--- config.mk ---
export PLATFORM = sky130hd
export DESIGN_NAME = rt_jtag_dtm
export DESIGN_NICKNAME = d
export VERILOG_FILES = /design/src/rtl/rt_pkg.sv /design/src/rtl/rt_jtag_tap.sv /design/src/rtl/rt_jtag_dtm.sv
export SDC_FILE = /design/constraint.sdc
export NUM_CORES = 1
export LEC_CHECK = 0
export ABC_AREA = 0
export CAP_MARGIN = 20
export CORE_ASPECT_RATIO = 0.6
export CORE_UTILIZATION = 49
export CTS_CLUSTER_SIZE = 12
export DETAILED_ROUTE_END_ITERATION = 10
export PLACE_DENSITY = 0.76
export SLEW_MARGIN = 20
export SYNTH_ARGS = -nofsm -noshare
export SYNTH_HDL_FRONTEND = slang
export SYNTH_SLANG_ARGS = --single-unit
--- constraint.sdc ---
create_clock -name clk_i -period 1.8 [get_ports clk_i]
set_input_delay 0.54 -clock clk_i [delete_from_list [all_inputs] [get_ports clk_i]]
set_output_delay 0.54 -clock clk_i [all_outputs]
set_load 0.005 [all_outputs]
--- src/rtl/rt_pkg.sv ---
// Shared types and constants for the RT JTAG debug transport.
package rt_pkg;

  localparam logic [31:0] DbgIdCode = 32'h1000_0DB3;

  typedef enum logic [3:0] {
    TEST_LOGIC_RESET,
    RUN_TEST_IDLE,
    SELECT_DR_SCAN,
    CAPTURE_DR,
    SHIFT_DR,
    EXIT1_DR,
    PAUSE_DR,
    EXIT2_DR,
    UPDATE_DR,
    SELECT_IR_SCAN,
    CAPTURE_IR,
    SHIFT_IR,
    EXIT1_IR,
    PAUSE_IR,
    EXIT2_IR,
    UPDATE_IR
  } tap_state_e;

  typedef enum logic [4:0] {
    IR_IDCODE = 5'h01,
    IR_DTMCS  = 5'h10,
    IR_DMI    = 5'h11,
    IR_BYPASS = 5'h1f
  } jtag_ir_e;

  typedef struct packed {
    logic [13:0] zero1;
    logic        dmihardreset;
    logic        dmireset;
    logic        zero0;
    logic [2:0]  idle;
    logic [1:0]  dmistat;
    logic [5:0]  abits;
    logic [3:0]  version;
  } dtmcs_t;

  typedef struct packed {
    logic [31:0] data;
    logic [1:0]  op;
  } dmi_req_t;

  typedef struct packed {
    logic [31:0] data;
    logic [1:0]  resp;
  } dmi_resp_t;

  localparam logic [1:0] DMI_OP_NOP      = 2'd0;
  localparam logic [1:0] DMI_OP_READ     = 2'd1;
  localparam logic [1:0] DMI_OP_WRITE    = 2'd2;

  localparam logic [1:0] DMI_STAT_OK     = 2'd0;
  localparam logic [1:0] DMI_STAT_FAILED = 2'd2;
  localparam logic [1:0] DMI_STAT_BUSY   = 2'd3;

endpackage

--- src/rtl/rt_jtag_tap.sv ---
// IEEE 1149.1 TAP controller with instruction register and per-register DR strobes.
module rt_jtag_tap import rt_pkg::*; #(
  parameter int unsigned IrLength = 5
) (
  input  logic                clk_i,
  input  logic                rst_ni,
  input  logic                tms_i,
  input  logic                tdi_i,
  output logic [IrLength-1:0] ir_o,
  output logic                ir_tdo_o,
  output logic                shift_ir_o,
  output logic                shift_dr_o,
  output logic                idcode_capture_o,
  output logic                bypass_capture_o,
  output logic                dtmcs_capture_o,
  output logic                dmi_capture_o,
  output logic                dtmcs_update_o,
  output logic                dmi_update_o
);

  tap_state_e          state_q, state_d;
  logic [IrLength-1:0] ir_q, ir_sr_q;
  logic                sel_idcode, sel_dtmcs, sel_dmi, sel_bypass;

  assign sel_idcode = (ir_q == IrLength'(IR_IDCODE));
  assign sel_dtmcs  = (ir_q == IrLength'(IR_DTMCS));
  assign sel_dmi    = (ir_q == IrLength'(IR_DMI));
  assign sel_bypass = !(sel_idcode || sel_dtmcs || sel_dmi);

  // TAP state register
  always_ff @(posedge clk_i or negedge rst_ni) begin
    if (!rst_ni) state_q <= TEST_LOGIC_RESET;
    else         state_q <= state_d;
  end

  // Standard TMS-driven transitions and state-decoded strobes
  always_comb begin
    state_d          = state_q;
    shift_ir_o       = 1'b0;
    shift_dr_o       = 1'b0;
    idcode_capture_o = 1'b0;
    bypass_capture_o = 1'b0;
    dtmcs_capture_o  = 1'b0;
    dmi_capture_o    = 1'b0;
    dtmcs_update_o   = 1'b0;
    dmi_update_o     = 1'b0;
    case (state_q)
      TEST_LOGIC_RESET: state_d = tms_i ? TEST_LOGIC_RESET : RUN_TEST_IDLE;
      RUN_TEST_IDLE:    state_d = tms_i ? SELECT_DR_SCAN   : RUN_TEST_IDLE;
      SELECT_DR_SCAN:   state_d = tms_i ? SELECT_IR_SCAN   : CAPTURE_DR;
      CAPTURE_DR: begin
        state_d          = tms_i ? EXIT1_DR : SHIFT_DR;
        idcode_capture_o = sel_idcode;
        bypass_capture_o = sel_bypass;
        dtmcs_capture_o  = sel_dtmcs;
        dmi_capture_o    = sel_dmi;
      end
      SHIFT_DR: begin
        state_d    = tms_i ? EXIT1_DR : SHIFT_DR;
        shift_dr_o = 1'b1;
      end
      EXIT1_DR:         state_d = tms_i ? UPDATE_DR : PAUSE_DR;
      PAUSE_DR:         state_d = tms_i ? EXIT2_DR  : PAUSE_DR;
      EXIT2_DR:         state_d = tms_i ? UPDATE_DR : SHIFT_DR;
      UPDATE_DR: begin
        state_d        = tms_i ? SELECT_DR_SCAN : RUN_TEST_IDLE;
        dtmcs_update_o = sel_dtmcs;
        dmi_update_o   = sel_dmi;
      end
      SELECT_IR_SCAN:   state_d = tms_i ? TEST_LOGIC_RESET : CAPTURE_IR;
      CAPTURE_IR:       state_d = tms_i ? EXIT1_IR : SHIFT_IR;
      SHIFT_IR: begin
        state_d    = tms_i ? EXIT1_IR : SHIFT_IR;
        shift_ir_o = 1'b1;
      end
      EXIT1_IR:         state_d = tms_i ? UPDATE_IR : PAUSE_IR;
      PAUSE_IR:         state_d = tms_i ? EXIT2_IR  : PAUSE_IR;
      EXIT2_IR:         state_d = tms_i ? UPDATE_IR : SHIFT_IR;
      UPDATE_IR:        state_d = tms_i ? SELECT_DR_SCAN : RUN_TEST_IDLE;
      default:          state_d = TEST_LOGIC_RESET;
    endcase
  end

  // Instruction register: capture, LSB-first shift, update; IDCODE in reset state
  always_ff @(posedge clk_i or negedge rst_ni) begin
    if (!rst_ni) begin
      ir_q    <= IrLength'(IR_IDCODE);
      ir_sr_q <= '0;
    end else begin
      case (state_q)
        TEST_LOGIC_RESET: ir_q    <= IrLength'(IR_IDCODE);
        CAPTURE_IR:       ir_sr_q <= IrLength'(1);
        SHIFT_IR:         ir_sr_q <= {tdi_i, ir_sr_q[IrLength-1:1]};
        UPDATE_IR:        ir_q    <= ir_sr_q;
        default:          ;
      endcase
    end
  end

  assign ir_o     = ir_q;
  assign ir_tdo_o = ir_sr_q[0];

endmodule

--- src/rtl/rt_jtag_dtm.sv ---
// JTAG debug transport: DR shift registers, DTMCS status and DMI request/response bridge.
module rt_jtag_dtm import rt_pkg::*; #(
  parameter int unsigned IrLength    = 5,
  parameter logic [31:0] IdcodeValue = DbgIdCode,
  parameter int unsigned AddrWidth   = 7
) (
  input  logic                 clk_i,
  input  logic                 rst_ni,
  input  logic                 tms_i,
  input  logic                 tdi_i,
  output logic                 tdo_o,
  output logic                 tdo_oe_o,
  output logic                 dmi_req_valid_o,
  input  logic                 dmi_req_ready_i,
  output logic [AddrWidth-1:0] dmi_req_addr_o,
  output logic [1:0]           dmi_req_op_o,
  output logic [31:0]          dmi_req_data_o,
  input  logic                 dmi_resp_valid_i,
  output logic                 dmi_resp_ready_o,
  input  logic [31:0]          dmi_resp_data_i,
  input  logic [1:0]           dmi_resp_resp_i
);

  localparam int unsigned DrW = AddrWidth + 34;

  logic [IrLength-1:0]  ir;
  logic                 ir_tdo, shift_ir, shift_dr;
  logic                 idcode_cap, bypass_cap, dtmcs_cap, dmi_cap, dtmcs_upd, dmi_upd;
  logic                 ir_is_dmi, ir_is_32;
  logic [DrW-1:0]       dr_q;
  logic [AddrWidth-1:0] dr_addr;
  logic [31:0]          dr_data;
  logic [1:0]           dr_op;

  logic [1:0]           sticky_q, sticky_d, dmi_stat;
  logic                 outst_q, req_vld_q, acc_q, disc_q;
  logic [AddrWidth-1:0] addr_q;
  dmi_req_t             req_q;
  logic [31:0]          resp_data_q;
  dmi_resp_t            resp_in;
  dtmcs_t               dtmcs_val;
  logic                 req_fire, resp_fire, discard, hard_rst, soft_rst, start, capture_busy;

  rt_jtag_tap #(.IrLength(IrLength)) u_tap (
    .clk_i            (clk_i),
    .rst_ni           (rst_ni),
    .tms_i            (tms_i),
    .tdi_i            (tdi_i),
    .ir_o             (ir),
    .ir_tdo_o         (ir_tdo),
    .shift_ir_o       (shift_ir),
    .shift_dr_o       (shift_dr),
    .idcode_capture_o (idcode_cap),
    .bypass_capture_o (bypass_cap),
    .dtmcs_capture_o  (dtmcs_cap),
    .dmi_capture_o    (dmi_cap),
    .dtmcs_update_o   (dtmcs_upd),
    .dmi_update_o     (dmi_upd)
  );

  // Shift length follows the selected register; unknown codes behave as BYPASS
  assign ir_is_dmi = (ir == IrLength'(IR_DMI));
  assign ir_is_32  = (ir == IrLength'(IR_IDCODE)) || (ir == IrLength'(IR_DTMCS));

  assign dr_addr = dr_q[DrW-1:34];
  assign dr_data = dr_q[33:2];
  assign dr_op   = dr_q[1:0];
  assign resp_in = {dmi_resp_data_i, dmi_resp_resp_i};

  // Captured DTMCS image and DMI scan status (sticky first, then busy)
  always_comb begin
    dtmcs_val         = '0;
    dtmcs_val.version = 4'd1;
    dtmcs_val.abits   = 6'(AddrWidth);
    dtmcs_val.dmistat = sticky_q;
    dtmcs_val.idle    = 3'd1;
    if (sticky_q != DMI_STAT_OK) dmi_stat = sticky_q;
    else if (outst_q)            dmi_stat = DMI_STAT_BUSY;
    else                         dmi_stat = DMI_STAT_OK;
  end

  // Shared DR shift register; new bits enter at the MSB of the selected length
  always_ff @(posedge clk_i) begin
    if (idcode_cap)      dr_q <= DrW'(IdcodeValue);
    else if (dtmcs_cap)  dr_q <= DrW'(dtmcs_val);
    else if (dmi_cap)    dr_q <= {addr_q, resp_data_q, dmi_stat};
    else if (bypass_cap) dr_q <= '0;
    else if (shift_dr) begin
      if (ir_is_dmi)     dr_q <= {tdi_i, dr_q[DrW-1:1]};
      else if (ir_is_32) dr_q <= {{(DrW-32){1'b0}}, tdi_i, dr_q[31:1]};
      else               dr_q <= {{(DrW-1){1'b0}}, tdi_i};
    end
  end

  // TDO launches on the falling edge so the debugger samples it on the next rising edge
  always_ff @(negedge clk_i or negedge rst_ni) begin
    if (!rst_ni) begin
      tdo_o    <= 1'b0;
      tdo_oe_o <= 1'b0;
    end else begin
      tdo_oe_o <= shift_ir || shift_dr;
      if (shift_ir)      tdo_o <= ir_tdo;
      else if (shift_dr) tdo_o <= dr_q[0];
      else               tdo_o <= 1'b0;
    end
  end

  assign req_fire     = req_vld_q && dmi_req_ready_i;
  assign resp_fire    = acc_q && dmi_resp_valid_i;
  assign hard_rst     = dtmcs_upd && dr_q[17];
  assign soft_rst     = dtmcs_upd && dr_q[16];
  assign discard      = disc_q || hard_rst;
  assign start        = dmi_upd && (dr_op == DMI_OP_READ || dr_op == DMI_OP_WRITE) &&
                        (sticky_q == DMI_STAT_OK) && !outst_q && !acc_q;
  assign capture_busy = dmi_cap && (sticky_q == DMI_STAT_OK) && outst_q;

  // Sticky status: clears, then busy-on-capture, then a failed response
  always_comb begin
    sticky_d = sticky_q;
    if (soft_rst || hard_rst) sticky_d = DMI_STAT_OK;
    if (capture_busy)         sticky_d = DMI_STAT_BUSY;
    if (resp_fire && !discard && (resp_in.resp != 2'd0)) sticky_d = DMI_STAT_FAILED;
  end

  // DMI transaction tracking; a response after a hard reset is drained and dropped
  always_ff @(posedge clk_i or negedge rst_ni) begin
    if (!rst_ni) begin
      sticky_q    <= DMI_STAT_OK;
      outst_q     <= 1'b0;
      req_vld_q   <= 1'b0;
      acc_q       <= 1'b0;
      disc_q      <= 1'b0;
      addr_q      <= '0;
      req_q       <= '0;
      resp_data_q <= '0;
    end else begin
      sticky_q <= sticky_d;
      if (start) begin
        outst_q   <= 1'b1;
        req_vld_q <= 1'b1;
        addr_q    <= dr_addr;
        req_q     <= '{data: dr_data, op: dr_op};
      end else if (hard_rst) begin
        outst_q   <= 1'b0;
        req_vld_q <= 1'b0;
      end else begin
        if (req_fire)              req_vld_q <= 1'b0;
        if (resp_fire && !discard) outst_q   <= 1'b0;
      end
      if (req_fire)       acc_q <= 1'b1;
      else if (resp_fire) acc_q <= 1'b0;
      if (resp_fire)                           disc_q <= 1'b0;
      else if (hard_rst && (acc_q || req_fire)) disc_q <= 1'b1;
      if (resp_fire && !discard) resp_data_q <= resp_in.data;
    end
  end

  assign dmi_req_valid_o  = req_vld_q;
  assign dmi_req_addr_o   = addr_q;
  assign dmi_req_op_o     = req_q.op;
  assign dmi_req_data_o   = req_q.data;
  assign dmi_resp_ready_o = acc_q;

endmodule
==> Word level (Yosys, flattened, before mapping) <==
Index checks and enable logic that the tools add are counted.
{ "classes": {"eq_ne": 20, "n_mux": 46, "div": 0, "n_mul": 0, "addsub": 0, "magnitude_cmp": 0, "n_shift": 0, "n_reduce_logical": 41, "bitwise_logic": 0} }
{ "ops": {"columns": ["op", "n"], "rows": [
  ["$mux 41", 4],
  ["$pmux 4 s12", 1],
  ["$eq 4x4->1 const B", 8],
  ["$mux 32", 1],
  ["$mux 29", 1],
  ["$mux 1", 23],
  ["$pmux 5 s2", 2],
  ["$eq 4x3->1 const B", 4],
  ["$mux 2", 8],
  ["$mux 4", 4],
  ["$logic_and 1x1->1", 13],
  ["$reduce_bool 2->1", 6],
  ["$reduce_bool 3->1", 4],
  ["$eq 5x5->1 const B", 2],
  ["$eq 4x2->1 const B", 2],
  ["$logic_or 1x1->1", 7],
  ["$mux 3", 2],
  ["$reduce_or 2->1", 3],
  ["$eq 5x1->1 const B", 1],
  ["$eq 4x1->1 const B", 1],
  ["$logic_not 1->1", 4],
  ["$logic_not 4->1", 1],
  ["$reduce_bool 4->1", 1],
  ["$reduce_or 3->1", 1],
  ["3 further kinds", 3]
]} }
{ "totals": {"latch_bits": 0, "out_inout_bits": 45, "mem_bits_ro": 0, "ff_bits": 136, "inputBits": 40, "ram_bits": 0, "elab_cells": 123, "mem_count": 0} }

==> Logic depth before layout (Yosys ltp) <==
{ "depth": {"depth_word": 9, "depth_mapped": 7, "mapped_depth_nobuf": 4} }

==> Modules after synthesis <==
Synthesis repeated with hierarchy kept, for this count alone.
{ "unflattened": {"hier_cells": 563, "area_unflattened_um2": 5923.2} }
{ "by_module_without_submodules": {"columns": ["mod", "cells_each", "area_each_um2", "seq_area_each_um2", "instances"], "rows": [
  ["rt_jtag_dtm", 463, 5076.1, 2847.7, 1],
  ["rt_jtag_tap", 100, 847.1, 351.6, 1]
]} }

==> impl_metrics.csv <==
group,metric,value,unit
run_status,status,"finished with violations",
run_status,violations,"negative setup slack",
setup_path,cp_max_fo,1,
synth,syn_avg_cell_area,10.5,um2
clocking,clk_latency,430,ps
hold_path,hp-class,"reg -> reg",
route,drt-initial-drc-count,851,
synth,synth_fp_nets,626,
power,p_leak,4.46,nW
placed_design,place_hpwl,10800,um
synth,yosys.area.top_type,"dfrtp_1",
sta,whs,506,ps
synth,netlist_top_cells_area,"dfrtp_1, dfxtp_1, mux2_2",
synth,synth_mux_area_share,13.6,%
setup_path,r2r_start,"u_tap.state_q[0]$_DFF_PN0_",
setup_path,worstPathCellList,"buf_2",
setup_path,r2r_setup_slack,-390,ps
global_routing,grt-ovfl-total,0,
final_layout,area_growth_syn_to_layout,61.1,%
die,rows,31,
power,p_int,8.83,mW
synth,synth_commonest_cells,"dfrtp_1, nand2_1, mux2_2",
setup_path,rr_endpoint,"dmi_req_data_o[15]$_DFFE_PN0P_",
global_routing,grt_pass1_wl,35300,um
clocking,cts_tree,"yes",
clocking,cts_sinks,136,
power,powerDensity,1440,nW/um2
placed_design,dp.cells,844,
synth,yosysSeqAreaShare,52.1,%
power,ir_worst_vdd,1020,uV
route,ant_nets,0,
synth,synth_top_family_by_area,"compound AO/OA/AOI/OAI gates",
final_layout,layout.cells.non_filler,953,
die,initial_core_util,50.5,%
setup_path,arrival,1790,ps
final_layout,num-fill-cells,558,
synth,syn_inst,586,
synth,synth_area,6140,um2
setup_path,cp_top_family,"flip-flops",
power,seq_power_share,29.4,%
route,drc,0,
route,via_per_inst,6.61,
synth,async_reset_ff_share,69.9,%
power,switching_power,5.40,mW
synth,synth_edf_count,0,
setup_path,cp_num_buf_inv,1,
route,maxUsedRoutingLayer,"met4",
power,comb_power_share,44.9,%
global_routing,grt_max_degree,73,
route,met1_length,9510,um
synth,synth_xor_area_share,0.428,%
global_routing,antenna_found_initial,0,
hold_path,whs_path_depth,2,
synth,yosys.area_share.adder,0,%
setup_path,crit_required,1260,ps
setup_path,worst_setup_path_end_kind,"output pin",
route,wl_met3,2850,um
global_routing,grt_use_total,36.7,%
sta,hold_violations,0,
setup_path,startpoint_type,"flop",
die,fp.dieH,88.7,um
final_layout,drive_gt1_share,42.0,%
sta,worst_slack,-532,ps
global_routing,grt_pass1_vias,6101,
synth,synth_seq_cells,136,
synth,ys_types,61,
die,die_x,146,um
final_layout,diodes,0,
sta,max_slew.worst_pin.slew,541,ps
placed_design,place_ws,-509,ps
die,die_area,13000,um2
synth,yosysWarnings,0,
power,p_sw_share,37.9,%
synth,synthMostInstantiatedCell,"dfrtp_1",
hold_path,min_to,"dr_q[35]$_SDFFE_PP0P_",
synth,synth_compound_area_share,17.5,%
synth,synth_ff_type,"dfrtp_1",
hold_path,min-delay-start,"dr_q[35]$_SDFFE_PP0P_",
synth,synthSimpleGateAreaFrac,10.8,%
setup_path,crit_path_max_incr_delay,390,ps
final_layout,fin_nets,815,
sta,maxSlewHeadroom,63.8,%
power,power_frac_clock,25.7,%
clocking,clockRootBuffer,"clkbuf_16",
sta,fin_worst_skew,30.9,ps
setup_path,crit_type,"reg -> out",
route,dr_wl_met2,10900,um
clocking,cts_made_buffers,17,
sta,rsz0062_at_grt,"true",
setup_path,reg2regPathDepth,8,
sta,finalSetupViolations,123,
placed_design,io_buffers,84,
placed_design,place.gp.congestion,0.888,
route,routed_wl,24700,um
synth,yosys.area.top_type_share,37.5,%
die,core_area,12100,um2
clocking,htree_levels,4,
die,ios,85,
final_layout,final_util,81.4,%
run,cap_violations,0,
setup_path,cpMaxStageDelayCell,"dfrtn_1",
sta,drv_slew,0,
route,routedWlPerCell,25.9,um
clocking,max-clock-path-buffers,2,
route,firstDrtPassIters,7,
clocking,cts.clk_slew.worst_paths,60,ps
route,num_vias,6303,
sta,tns,-32670,ps
state kept, by name, indices dropped and copies added (netlist names), 2 cells and up:
name and count:
dr_q 41, dmi_req_data_o 32, resp_data_q 32, dmi_req_addr_o 7, u_tap.ir_o 5, u_tap.ir_sr_q 5
u_tap.state_q 4, dmi_req_op_o 2, sticky_q 2
kinds of logic (layout without fill, tap and decap cells):
logic type	Yosys count	after routing
xor gates and xnor gates	3	3
DFF	136	136
muxes	74	74
buffers and inverters	75	276
AOI/OAI and AO/OA	162	163
and+or+nand+nor	136	136
worst max-delay path by stage:
stage	startpoint	to	slack [ps]	depth (start not counted)
after global placement	tdo_o$_DFF_NN0_	tdo_o	-510	1
after global routing	tdo_o$_DFF_NN0_	tdo_o	-550	1
final	tdo_o$_DFF_NN0_	tdo_o	-530	1
after CTS	tdo_o$_DFF_NN0_	tdo_o	-540	1
after detailed placement	tdo_o$_DFF_NN0_	tdo_o	-510	1
after floorplan	u_tap.state_q[1]$_DFF_PN0_	tdo_oe_o$_DFF_NN0_	-580	6
repair_timing:
item / in CTS / in global routing
pin swaps: 53 / 11
resized for setup: 180 / 62
hold buffers: 1 / 0
hold endpoints to repair: 6 / 0
buffers inserted: 60 / 3
cloned: 17 / 0
setup endpoints to repair: 160 / 129
tightest hold or removal path: stages (launching register included):
cell	delay, ps
dfxtp_1	340
nand3_2	70
a21oi_2	50
final cells by class:
class,instances,area (um2),area share [%]
Sequential cell,136,3200,32.4
Tap cell,165,206,2.09
Clock buffer,24,482,4.87
Clock inverter,8,120,1.22
Inverter,27,101,1.03
Multi-Input combinational cell,376,3330,33.7
Timing Repair Buffer,217,2440,24.7
placed cells by master (no fill, tap or decap), types with 17 or more instances in the layout:
master and n:
dfrtp_1 90, buf_4 70, nand2_1 65, mux2_4 41
dfxtp_1 41, clkdlybuf4s50_1 38, dlygate4sd2_1 37, mux2_2 32
inv_1 27, o22ai_1 27, buf_6 25, clkbuf_16 17
buf_12 17
power by group through the flow:
stage               combinational, mW  sequential, mW  clock [mW]
floorplan                        2.35            3.93           0
global placement                 3.38            4.06           0
detailed placement               3.52            4.09           0
CTS                              5.27            4.06        3.58
global route                     6.61            4.21        3.76
finish                           6.39            4.18        3.66
metrics by stage:
stage                     cell area, um2  total power [mW]
after floorplan                     6280              6.28
after global placement              7580              7.44
after global routing                9880              14.6
after detailed placement            7580              7.61
final                               9880              14.2
after CTS                           9580              12.9
per-layer routing:
layer  GRT usage, %  up-vias
met3           10.2      160
met2           57.9      536
met5              0        -
met1           46.8     3074
li1               -     2533
met4           20.0        0
(Power assumes the default switching activity.)
